==> config.mk <==
export PLATFORM = sky130hd
export DESIGN_NAME = ccr_unit
export DESIGN_NICKNAME = d
export VERILOG_FILES = /design/src/rtl/ccr_pkg.sv /design/src/rtl/ccr_unit_jump_cond_eval.sv /design/src/rtl/ccr_unit.sv
export SDC_FILE = /design/constraint.sdc
export NUM_CORES = 1
export LEC_CHECK = 0
export CAP_MARGIN = 20
export CELL_PAD_IN_SITES_DETAIL_PLACEMENT = 0
export CELL_PAD_IN_SITES_GLOBAL_PLACEMENT = 1
export CORE_MARGIN = 1.5
export CORE_UTILIZATION = 26
export DETAILED_ROUTE_END_ITERATION = 8
export PLACE_DENSITY_LB_ADDON = 0.1
export SYNTH_ARGS = -nofsm -noshare
export SYNTH_HDL_FRONTEND = slang
export SYNTH_HIERARCHICAL = 1
export SYNTH_SLANG_ARGS = --single-unit
==> constraint.sdc <==
create_clock -name clk -period 1.3 [get_ports clk]
set_input_delay 0.195 -clock clk [delete_from_list [all_inputs] [get_ports clk]]
set_output_delay 0.195 -clock clk [all_outputs]
set_load 0.02 [all_outputs]
==> src/rtl/ccr_pkg.sv <==
// Shared condition-code definitions: ALU function codes, jump encodings and flag bit positions.
// The ALU imports this package too, so func encodings cannot drift between the two blocks.
package ccr_pkg;

  localparam int unsigned FUNC_W = 4;
  localparam int unsigned JMP_W  = 2;
  localparam int unsigned CCR_W  = 3;

  // Flag bit positions inside the {C,N,Z} register
  localparam int unsigned FLAG_C = 2;
  localparam int unsigned FLAG_N = 1;
  localparam int unsigned FLAG_Z = 0;

  localparam logic [FUNC_W-1:0] FUNC_INC  = 4'd0;
  localparam logic [FUNC_W-1:0] FUNC_DEC  = 4'd1;
  localparam logic [FUNC_W-1:0] FUNC_ADD  = 4'd2;
  localparam logic [FUNC_W-1:0] FUNC_SUB  = 4'd3;
  localparam logic [FUNC_W-1:0] FUNC_MOV  = 4'd4;
  localparam logic [FUNC_W-1:0] FUNC_NOT  = 4'd5;
  localparam logic [FUNC_W-1:0] FUNC_OR   = 4'd6;
  localparam logic [FUNC_W-1:0] FUNC_AND  = 4'd7;
  localparam logic [FUNC_W-1:0] FUNC_SHL  = 4'd8;
  localparam logic [FUNC_W-1:0] FUNC_SHR  = 4'd9;
  localparam logic [FUNC_W-1:0] FUNC_SETC = 4'd10;
  localparam logic [FUNC_W-1:0] FUNC_CLC  = 4'd11;

  localparam logic [JMP_W-1:0] JMP_JZ  = 2'b00;
  localparam logic [JMP_W-1:0] JMP_JN  = 2'b01;
  localparam logic [JMP_W-1:0] JMP_JC  = 2'b10;
  localparam logic [JMP_W-1:0] JMP_JMP = 2'b11;

  typedef enum logic {
    ST_IDLE  = 1'b0,
    ST_SAVED = 1'b1
  } ccr_state_e;

  // One-hot mask of the flag a conditional jump tests; zero for JMP
  function automatic logic [CCR_W-1:0] flag_mask(input logic [JMP_W-1:0] jtype);
    logic [CCR_W-1:0] m;
    m = '0;
    case (jtype)
      JMP_JZ:  m[FLAG_Z] = 1'b1;
      JMP_JN:  m[FLAG_N] = 1'b1;
      JMP_JC:  m[FLAG_C] = 1'b1;
      default: m = '0;
    endcase
    return m;
  endfunction

endpackage

==> src/rtl/ccr_unit_jump_cond_eval.sv <==
// Combinational jump decision from the registered flags, plus the mask of the flag
// a taken conditional jump consumes.
module jump_cond_eval
  import ccr_pkg::*;
(
  input  logic             jmp_valid,
  input  logic [JMP_W-1:0] jmp_type,
  input  logic [CCR_W-1:0] ccr,
  output logic             taken_c,
  output logic [CCR_W-1:0] clr_mask_c
);

  logic cond;

  always_comb begin
    cond       = 1'b0;
    clr_mask_c = '0;
    case (jmp_type)
      JMP_JZ:  cond = ccr[FLAG_Z];
      JMP_JN:  cond = ccr[FLAG_N];
      JMP_JC:  cond = ccr[FLAG_C];
      default: cond = 1'b1;
    endcase
    taken_c = jmp_valid & cond;
    if (taken_c) begin
      clr_mask_c = flag_mask(jmp_type);
    end
  end

endmodule

==> src/rtl/ccr_unit.sv <==
// Condition-code register with jump-consumed flags and a single-level interrupt shadow.
// Restore from the shadow overrides ALU and jump effects in the same cycle.
module ccr_unit
  import ccr_pkg::*;
(
  input  logic              clk,
  input  logic              rst,
  input  logic              alu_en,
  input  logic [FUNC_W-1:0] func,
  input  logic              c_in,
  input  logic              n_in,
  input  logic              z_in,
  input  logic              stall,
  input  logic              jmp_valid,
  input  logic [JMP_W-1:0]  jmp_type,
  input  logic              int_save,
  input  logic              rti_restore,
  output logic [CCR_W-1:0]  ccr,
  output logic              jmp_taken,
  output logic              nest_err
);

  ccr_state_e       state_q, state_d;
  logic [CCR_W-1:0] shadow_q, shadow_d;
  logic [CCR_W-1:0] ccr_d;
  logic             nest_err_d;
  logic [CCR_W-1:0] clr_mask_c;
  logic [CCR_W-1:0] alu_ccr_c;
  logic [CCR_W-1:0] upd_ccr_c;

  jump_cond_eval u_jump_cond_eval (
    .jmp_valid  (jmp_valid),
    .jmp_type   (jmp_type),
    .ccr        (ccr),
    .taken_c    (jmp_taken),
    .clr_mask_c (clr_mask_c)
  );

  // ALU flag update, then taken-jump clear on top (clear wins)
  always_comb begin
    alu_ccr_c = ccr;
    if (alu_en) begin
      case (func)
        FUNC_INC, FUNC_DEC, FUNC_ADD, FUNC_SUB, FUNC_SHL, FUNC_SHR: begin
          alu_ccr_c[FLAG_C] = c_in;
          alu_ccr_c[FLAG_N] = n_in;
          alu_ccr_c[FLAG_Z] = z_in;
        end
        FUNC_NOT, FUNC_OR, FUNC_AND: begin
          alu_ccr_c[FLAG_N] = n_in;
          alu_ccr_c[FLAG_Z] = z_in;
        end
        FUNC_SETC: alu_ccr_c[FLAG_C] = 1'b1;
        FUNC_CLC:  alu_ccr_c[FLAG_C] = 1'b0;
        FUNC_MOV:  alu_ccr_c = ccr;
        default:   alu_ccr_c = ccr;
      endcase
    end
    upd_ccr_c = alu_ccr_c & ~clr_mask_c;
  end

  // Shadow FSM next-state; rti_restore takes priority over int_save
  always_comb begin
    state_d    = state_q;
    ccr_d      = upd_ccr_c;
    shadow_d   = shadow_q;
    nest_err_d = 1'b0;
    if (stall) begin
      ccr_d = ccr;
    end else begin
      case (state_q)
        ST_IDLE: begin
          if (rti_restore) begin
            nest_err_d = 1'b1;
          end else if (int_save) begin
            shadow_d = upd_ccr_c;
            state_d  = ST_SAVED;
          end
        end
        ST_SAVED: begin
          if (rti_restore) begin
            ccr_d   = shadow_q;
            state_d = ST_IDLE;
          end else if (int_save) begin
            nest_err_d = 1'b1;
          end
        end
        default: state_d = ST_IDLE;
      endcase
    end
  end

  always_ff @(posedge clk) begin
    if (rst) begin
      state_q  <= ST_IDLE;
      ccr      <= '0;
      shadow_q <= '0;
      nest_err <= 1'b0;
    end else begin
      state_q  <= state_d;
      ccr      <= ccr_d;
      shadow_q <= shadow_d;
      nest_err <= nest_err_d;
    end
  end

endmodule

After elaboration in Yosys (flattened, before gate mapping) --
Cells that the tools add are included.
Storage, ports and cells: flip-flop bits (word level) 8, logic and storage cells 44
Cells by class: eq/ne operators 12, muxes and demuxes 16, bitwise operators 6, reductions and logical operators 6
Operator list (number):
- $eq 4x4->1 const B | 4
- $eq 4x3->1 const B | 3
- $mux 3 | 4
- $reduce_or 9->1 | 1
- $eq 4x2->1 const B | 2
- $mux 1 | 7
- $pmux 1 s3 | 2
- $reduce_or 6->1 | 1
- $eq 4x1->1 const B | 1
- $logic_not 4->1 | 1
- $pmux 1 s2 | 2
- $reduce_and 4->1 | 1
- $and 3x3->3 | 1
- $not 1->1 | 3
- $not 3->3 | 1
- $eq 2x1->1 const B | 1
- $eq 2x2->1 const B | 1
- $logic_not 2->1 | 1
- $mux 2 | 1
- $reduce_or 2->1 | 1
- $and 1x1->1 | 1

Depth between registers and ports, before layout --
Gate-level depths: netlist of the first run.
depth after elaboration 8, mapped depth 6

By module --
The synthesis of the first run kept the hierarchy.
By module, submodules not included:
- ccr_unit | instances 1, cells each 49, area an instance 439.2 um2, seq. area each 160.2 um2
- jump_cond_eval | instances 1, cells each 7, area an instance 58.8 um2, seq. area each 0.0 um2

Least setup slack after synthesis of the first run --
No wires, ideal clock.
path kind flip-flop to flip-flop, start register state_q, end register shadow_q[2], library setup time 66 ps, arrival 1179 ps, slack 55 ps, cell stages (with the launch flop) 5, cell sequence dfxtp_1 nor4b_4 o21ai_1 or3_1 a21oi_2
On the way: longest elaborated chain between the ends 2
Ends and longest elaborated chain:
- start: declaration | RTL line ccr_unit.sv:23 | ccr_state_e state_q, state_d;
- start signal: assignment | RTL line ccr_unit.sv:100 | state_q <= state_d;
- $not 1->1
- $reduce_and 4->1 (no source line)
- end signal: assignment | RTL line ccr_unit.sv:102 | shadow_q <= shadow_d;
- end: declaration | RTL line ccr_unit.sv:24 | logic [CCR_W-1:0] shadow_q, shadow_d;
Every way passes these cells. A chain may end at the register's enable or synchronous reset.

Worst setup path in the final report of the first run --
start register ccr[0], end output jmp_taken
On the way: longest elaborated chain between the ends 2
Ends and longest elaborated chain:
- start: declaration | RTL line ccr_unit.sv:18 | output logic [CCR_W-1:0] ccr,
- start signal: assignment | RTL line ccr_unit.sv:101 | ccr <= ccr_d;
- $pmux 1 s3 | RTL line ccr_unit_jump_cond_eval.sv:18 | case (jmp_type)
- $and 1x1->1 | RTL line ccr_unit_jump_cond_eval.sv:24 | taken_c = jmp_valid & cond;
- end: declaration | RTL line ccr_unit.sv:19 | output logic jmp_taken,
Every way passes these cells.

==> flow_summary.toml, run 1 <==
[place]
io_buffers = 20
dp_hpwl_mm = 1.15
place_ws_ns = -0.673
place.gp.congestion = 0.748

[yosys]
syn_area_um2 = 498
syn_area_per_cell_um2 = 8.89
yosys_warnings = 6
yosysSeqAreaShare = 0.322
synth_top_area_frac = 0.322
synth_top_cell_by_area = "dfxtp_1"
synth.net_count = 72
synthTopCellsByArea = "dfxtp_1 32%, mux2i_1 6.0%, a21oi_1 5.0%, nor4b_4 4.8%, nand2_1 3.8%"
synth-seq-cells = 8
synthCells = 56
synth_cell_type_count = 29

[routing]
drc_errors = 0
antenna_left = 0
avgRoutedWirePerCell_um = 11.9
first_pass_iters = 4
vias_per_cell = 4.75
drt_iter0_markers = 13
vias = 561
wirelength_mm = 1.41

[cts]
root_buffer = "clkbuf_4"
h-tree-depth = 1
cts.sinks = 8
cts_tree = "done"
ctsLongestPathBuffers = 2
clk_latency_ns = 0.26
clk_pin_slew_worst_paths_ns = 0.07
holdBufCountCts = 0
cts_setup_buffers = 0
numCtsBuffers = 3

[worst_setup_path]
cp-start-kind = "flip-flop"
required_ns = 1.11
worst-setup-path-type = "flip-flop to output pin"
rrSetupSlack_ns = 0.15
r2r-end = "shadow_q[2]"
worst-r2r-cell-count = 4
r2r_start = "state_q"
crit_arrival_ns = 1.24
critPathCaptureType = "output pin"
cp_max_fo = 2

[power]
power.density_mw_per_mm2 = 755
vdd_drop_max_uv = 610
p_leak_nw = 0.375

[hold_path]
hold_path_class = "primary input to flip-flop"
hold_depth = 3
hold_path_end = "nest_err"
worstHoldStart = "stall"

[sta]
slew_headroom = 0.852
rsz0062_at_grt = "yes"
tns_ns = -0.134
slew_viol_final = 0
min_period_over_period = 1.10
worst_pin_slew_ns = 0.221
finalWorstSetupSlack_ns = -0.134
fmax_mhz = 697
fin_skew_ns = 0.00627
period_needed_ns = 1.43
hold_violations = 0
final-setup-viol-count = 1

[layout]
regArea_um2 = 163
final_nets = 111
final_common_cell = "buf_4"
nFillCells = 199
area_growth_pct = 77.1
diodes = 0
layout_common_cells = "14 x buf_4, 10 x clkdlybuf4s50_1, 7 x dlygate4sd2_1"
drive_gt1_frac = 0.323
multi_input_area_um2 = 352
finish.utilization = 0.500

[floorplanning]
die_area_mm2 = 0.00219
core_mm2 = 0.00176
num_rows = 15
die_x_um = 46.8
die_y_um = 46.8
start_util = 0.282
io-pin-count = 21

[grt]
overflow = 0
antenna_found_initial = 0
grt_pass1_vias = 491
grt_max_degree = 8
grt.total_usage = 0.136
grt_pass1_wl_mm = 2.04

[status]
status = "complete, but fails checks"
failed_checks = "negative setup slack"

[run]
cap_viol_max_count = 0
[final cells by class]
cell class              count  share of cell area
well taps                  25              0.0355
inverters                   2             0.00851
repair buffers             35               0.348
multi-input cells          45               0.399
flip-flops and latches      8               0.184
clock buffers               3              0.0255
[Yosys cell counts]
master / n
o31ai_1: 2
nand2b_1: 2
or3_1: 1
and4bb_2: 1
mux2_1: 1
nand3_1: 1
a21oi_1: 5
a31oi_1: 1
nor2b_1: 2
o221a_1: 1
nor2_1: 3
nor3_1: 1
o21ai_0: 2
a211oi_1: 1
inv_1: 2
and4b_1: 1
o21ai_1: 2
nor3b_1: 2
o32ai_1: 2
nand2_1: 5
mux2i_1: 3
a21oi_2: 1
o21ba_2: 1
dfxtp_1: 8
and3_1: 1
nor4b_4: 1
o211a_1: 1
buf_6: 1
o21a_1: 1
[worst max-delay path: stages (launching register included)]
cell,delay [ns]
dfxtp_2,0.32
mux2_4,0.26
o221a_1,0.26
buf_6,0.13
[routing by layer]
| metal | vias to the layer above | routed length (µm) | track usage | part of all wire |
|---|---|---|---|---|
| met5 | - | 0 | 0 | 0 |
| met4 | 0 | 14 | 0.0333 | 0.010 |
| met3 | 2 | 76 | 0.0577 | 0.054 |
| met2 | 16 | 642 | 0.214 | 0.46 |
| met1 | 251 | 673 | 0.172 | 0.48 |
| li1 | 292 | - | - | - |
[power breakdown]
group,internal [mW],total [mW],switching (mW)
combinational,0.114,0.196,0.0815
clock,0.107,0.208,0.102
sequential,0.256,0.262,0.00641
total,0.477,0.666,0.190
[what timing repair did]
action / CTS / global route
pin swaps: 4 / 3
gates resized for setup: 14 / 12
gates cloned: 0 / 0
hold endpoints to repair: 0 / 0
setup endpoints to repair: 11 / 6
[state kept, by name, summed over array words and instances, names as in the netlist]
| name | count |
|---|---|
| ccr | 3 |
| shadow_q | 3 |
| nest_err | 1 |
| state_q | 1 |
[stage by stage]
step / total power [mW] / hold WS, ns / cell area [µm²] / cells
after CTS: 0.654 / 0.450 / 845 / 118
after global routing: 0.699 / 0.375 / 882 / 118
after global placement: 0.454 / 0.437 / 831 / 115
after floorplan: 0.338 / 0.257 / 498 / 56
after detailed placement: 0.455 / 0.439 / 831 / 115
final: 0.666 / 0.366 / 882 / 118
[cells by family after synthesis]
logic type / synth area share
flops: 0.322
mux: 0.0829
simple gates: 0.279
buf+inv: 0.0377
compound gates: 0.279
[worst max path at each step]
stage	start	endpoint	slack, ns	depth (start not counted)
2_1_floorplan	state_q	shadow_q[2]	0.05	4
4_1_cts	ccr[1]	jmp_taken	-0.15	3
3_3_place_gp	jmp_type[0]	jmp_taken	-0.66	4
5_1_grt	ccr[0]	jmp_taken	-0.16	3
3_5_place_dp	jmp_type[0]	jmp_taken	-0.67	4
6_report	ccr[0]	jmp_taken	-0.13	3
(Power assumes the default switching activity.)
==> inputs of run 2 (changes only) <==
REMOVE_ABC_BUFFERS = 1   (was not set)
==> run 2 against run 1 <==
  * The run still ends with negative setup slack left
  * First-iteration DRC count unchanged
  * Final area up 0.71%
  * Critical path depth unchanged
  * Flip-flop and latch count unchanged
  * Sequential power about the same
  * Non-clock buffer count up 1
  * Count of clock-buffer cells in the layout unchanged
  * Combinational power about the same
  * Worst hold slack better by 0.013 ns
  * Die area unchanged
  * Global-route usage up 2.4 points
  * Routed wire length up 6.3%
  * Largest power group unchanged
  * Highest routed layer is now met3
==> flow_summary.toml, run 2 (synthesis results as in run 1) <==
[hold_path]
worstHoldStart = "rti_restore"
hold_path_end = "state_q"
hold_path_class = "primary input to flip-flop"
hold_depth = 3

[cts]
cts.sinks = 8
clk_pin_slew_worst_paths_ns = 0.06
numCtsBuffers = 3
root_buffer = "clkbuf_4"
ctsLongestPathBuffers = 2
cts_tree = "done"
clk_latency_ns = 0.25
cts_setup_buffers = 0
h-tree-depth = 1

[layout]
final_common_cell = "buf_4"
diodes = 0
drive_gt1_frac = 0.351
final_nets = 112
largestRegisters = "ccr x3, shadow_q x3"
layout_common_cells = "16 x buf_4, 8 x clkdlybuf4s50_1, 8 x dlygate4sd2_1"
area_growth_pct = 78.4
final_cells = 119

[worst_setup_path]
crit_buf_inv = 1
slowest_delay_ns = 0.32
critPathTopFamily = "flip-flops"
cp_max_fo = 2
path_cells = "mux2_4, o221a_1, buf_6"
r2r-end = "shadow_q[2]"
critPathCaptureType = "output pin"
r2r_start = "state_q"
rrSetupSlack_ns = 0.12
worst-setup-path-type = "flip-flop to output pin"
worst-r2r-cell-count = 4
cp_slowest_cell = "dfxtp_2"
crit_arrival_ns = 1.21
required_ns = 1.11
cp-start-kind = "flip-flop"

[power]
power.density_mw_per_mm2 = 732
vdd_drop_max_uv = 488
p_leak_nw = 0.391

[floorplanning]
start_util = 0.282
die_area_mm2 = 0.00219
io-pin-count = 21
die_y_um = 46.8
core_mm2 = 0.00176
num_rows = 15
die_x_um = 46.8

[grt]
grt_pass1_wl_mm = 2.42
grt_pass1_vias = 575
overflow = 0
antenna_found_initial = 0
grt.total_usage = 0.160
grt_max_degree = 8

[sta]
whs_ns = 0.379
min_period_over_period = 1.08
fmax_mhz = 712
period_needed_ns = 1.41
slew_viol_final = 0
hold_violations = 0
slew_headroom = 0.843
finalWorstSetupSlack_ns = -0.105
fin_skew_ns = 0.000561
worst_pin_slew_ns = 0.234
final-setup-viol-count = 1
rsz0062_at_grt = "yes"

[routing]
avgRoutedWirePerCell_um = 12.6
drt_iter0_markers = 13
first_pass_iters = 5
vias = 570
wirelength_mm = 1.50
antenna_left = 0
vias_per_cell = 4.79
drc_errors = 0

[place]
io_buffers = 20
place.gp.congestion = 0.776
dp.cells = 116
dp_hpwl_mm = 1.21

[status]
failed_checks = "negative setup slack"
status = "complete, but fails checks"

[run]
cap_viol_max_count = 0
[run 2: layout make-up]
| class | instances | area, µm² |
|---|---|---|
| sequential | 8 | 163 |
| timing repair buffer | 36 | 317 |
| fill | 178 | 876 |
| multi-input combinational | 45 | 348 |
| tap | 25 | 31.3 |
| inverter | 2 | 7.51 |
| clock buffer | 3 | 22.5 |
[run 2: power by group]
group          leakage, nW  switching [mW]  internal [mW]  total (mW)
clock network       0.0138          0.0875          0.106       0.193
logic                0.311          0.0819          0.113       0.194
registers           0.0661         0.00672          0.256       0.263
total                0.391           0.176          0.474       0.651
[run 2: layer usage]
layer / wire length [µm] / global-route usage / part of all wire / up-vias
li1: - / - / - / 288
met1: 715 / 0.221 / 0.48 / 263
met5: 0 / 0 / 0 / -
met4: 0 / 0.0500 / 0 / 0
met3: 64 / 0.0346 / 0.043 / 0
met2: 715 / 0.249 / 0.48 / 19
[run 2: worst max path at each step]
| stage | startpoint | endpoint | slack, ns | depth (start not counted) |
|---|---|---|---|---|
| 2_1_floorplan | state_q | shadow_q[2] | 0.05 | 4 |
| 3_5_place_dp | jmp_type[0] | jmp_taken | -0.67 | 4 |
| 3_3_place_gp | jmp_type[0] | jmp_taken | -0.66 | 4 |
| 6_report | ccr[0] | jmp_taken | -0.11 | 3 |
| 5_1_grt | ccr[0] | jmp_taken | -0.14 | 3 |
| 4_1_cts | ccr[0] | jmp_taken | -0.12 | 3 |
[run 2: what timing repair did]
item                       CTS  global route
gates resized for setup     20             9
setup endpoints to repair   11             8
hold buffers                 0             0
pin swaps                    2             2
[run 2: per-stage QoR]
stage               TNS (ns)  cell area, µm²  utilization  worst slack (ns)  power (mW)
floorplan                  0             487            -            0.0547       0.331
global placement       -2.67             838        0.475            -0.658       0.457
detailed placement     -2.84             838        0.475            -0.669       0.458
CTS                   -0.117             870        0.493            -0.117       0.654
global route          -0.147             888        0.504            -0.143       0.694
finish                -0.105             888        0.504            -0.105       0.651
[run 2: worst min-delay path: stages]
cell,delay [ns]
dlymetal6s2s_1,0.16
buf_4,0.17
a211oi_1,0.07
==> inputs of run 3 (changes only) <==
SKIP_LAST_GASP = 1   (was not set)
==> results of run 3 <==
The final DEF is identical to that of run 2; final timing and power are the same.
Among the figures that moved: number of gates resized after CTS 20 -> 18
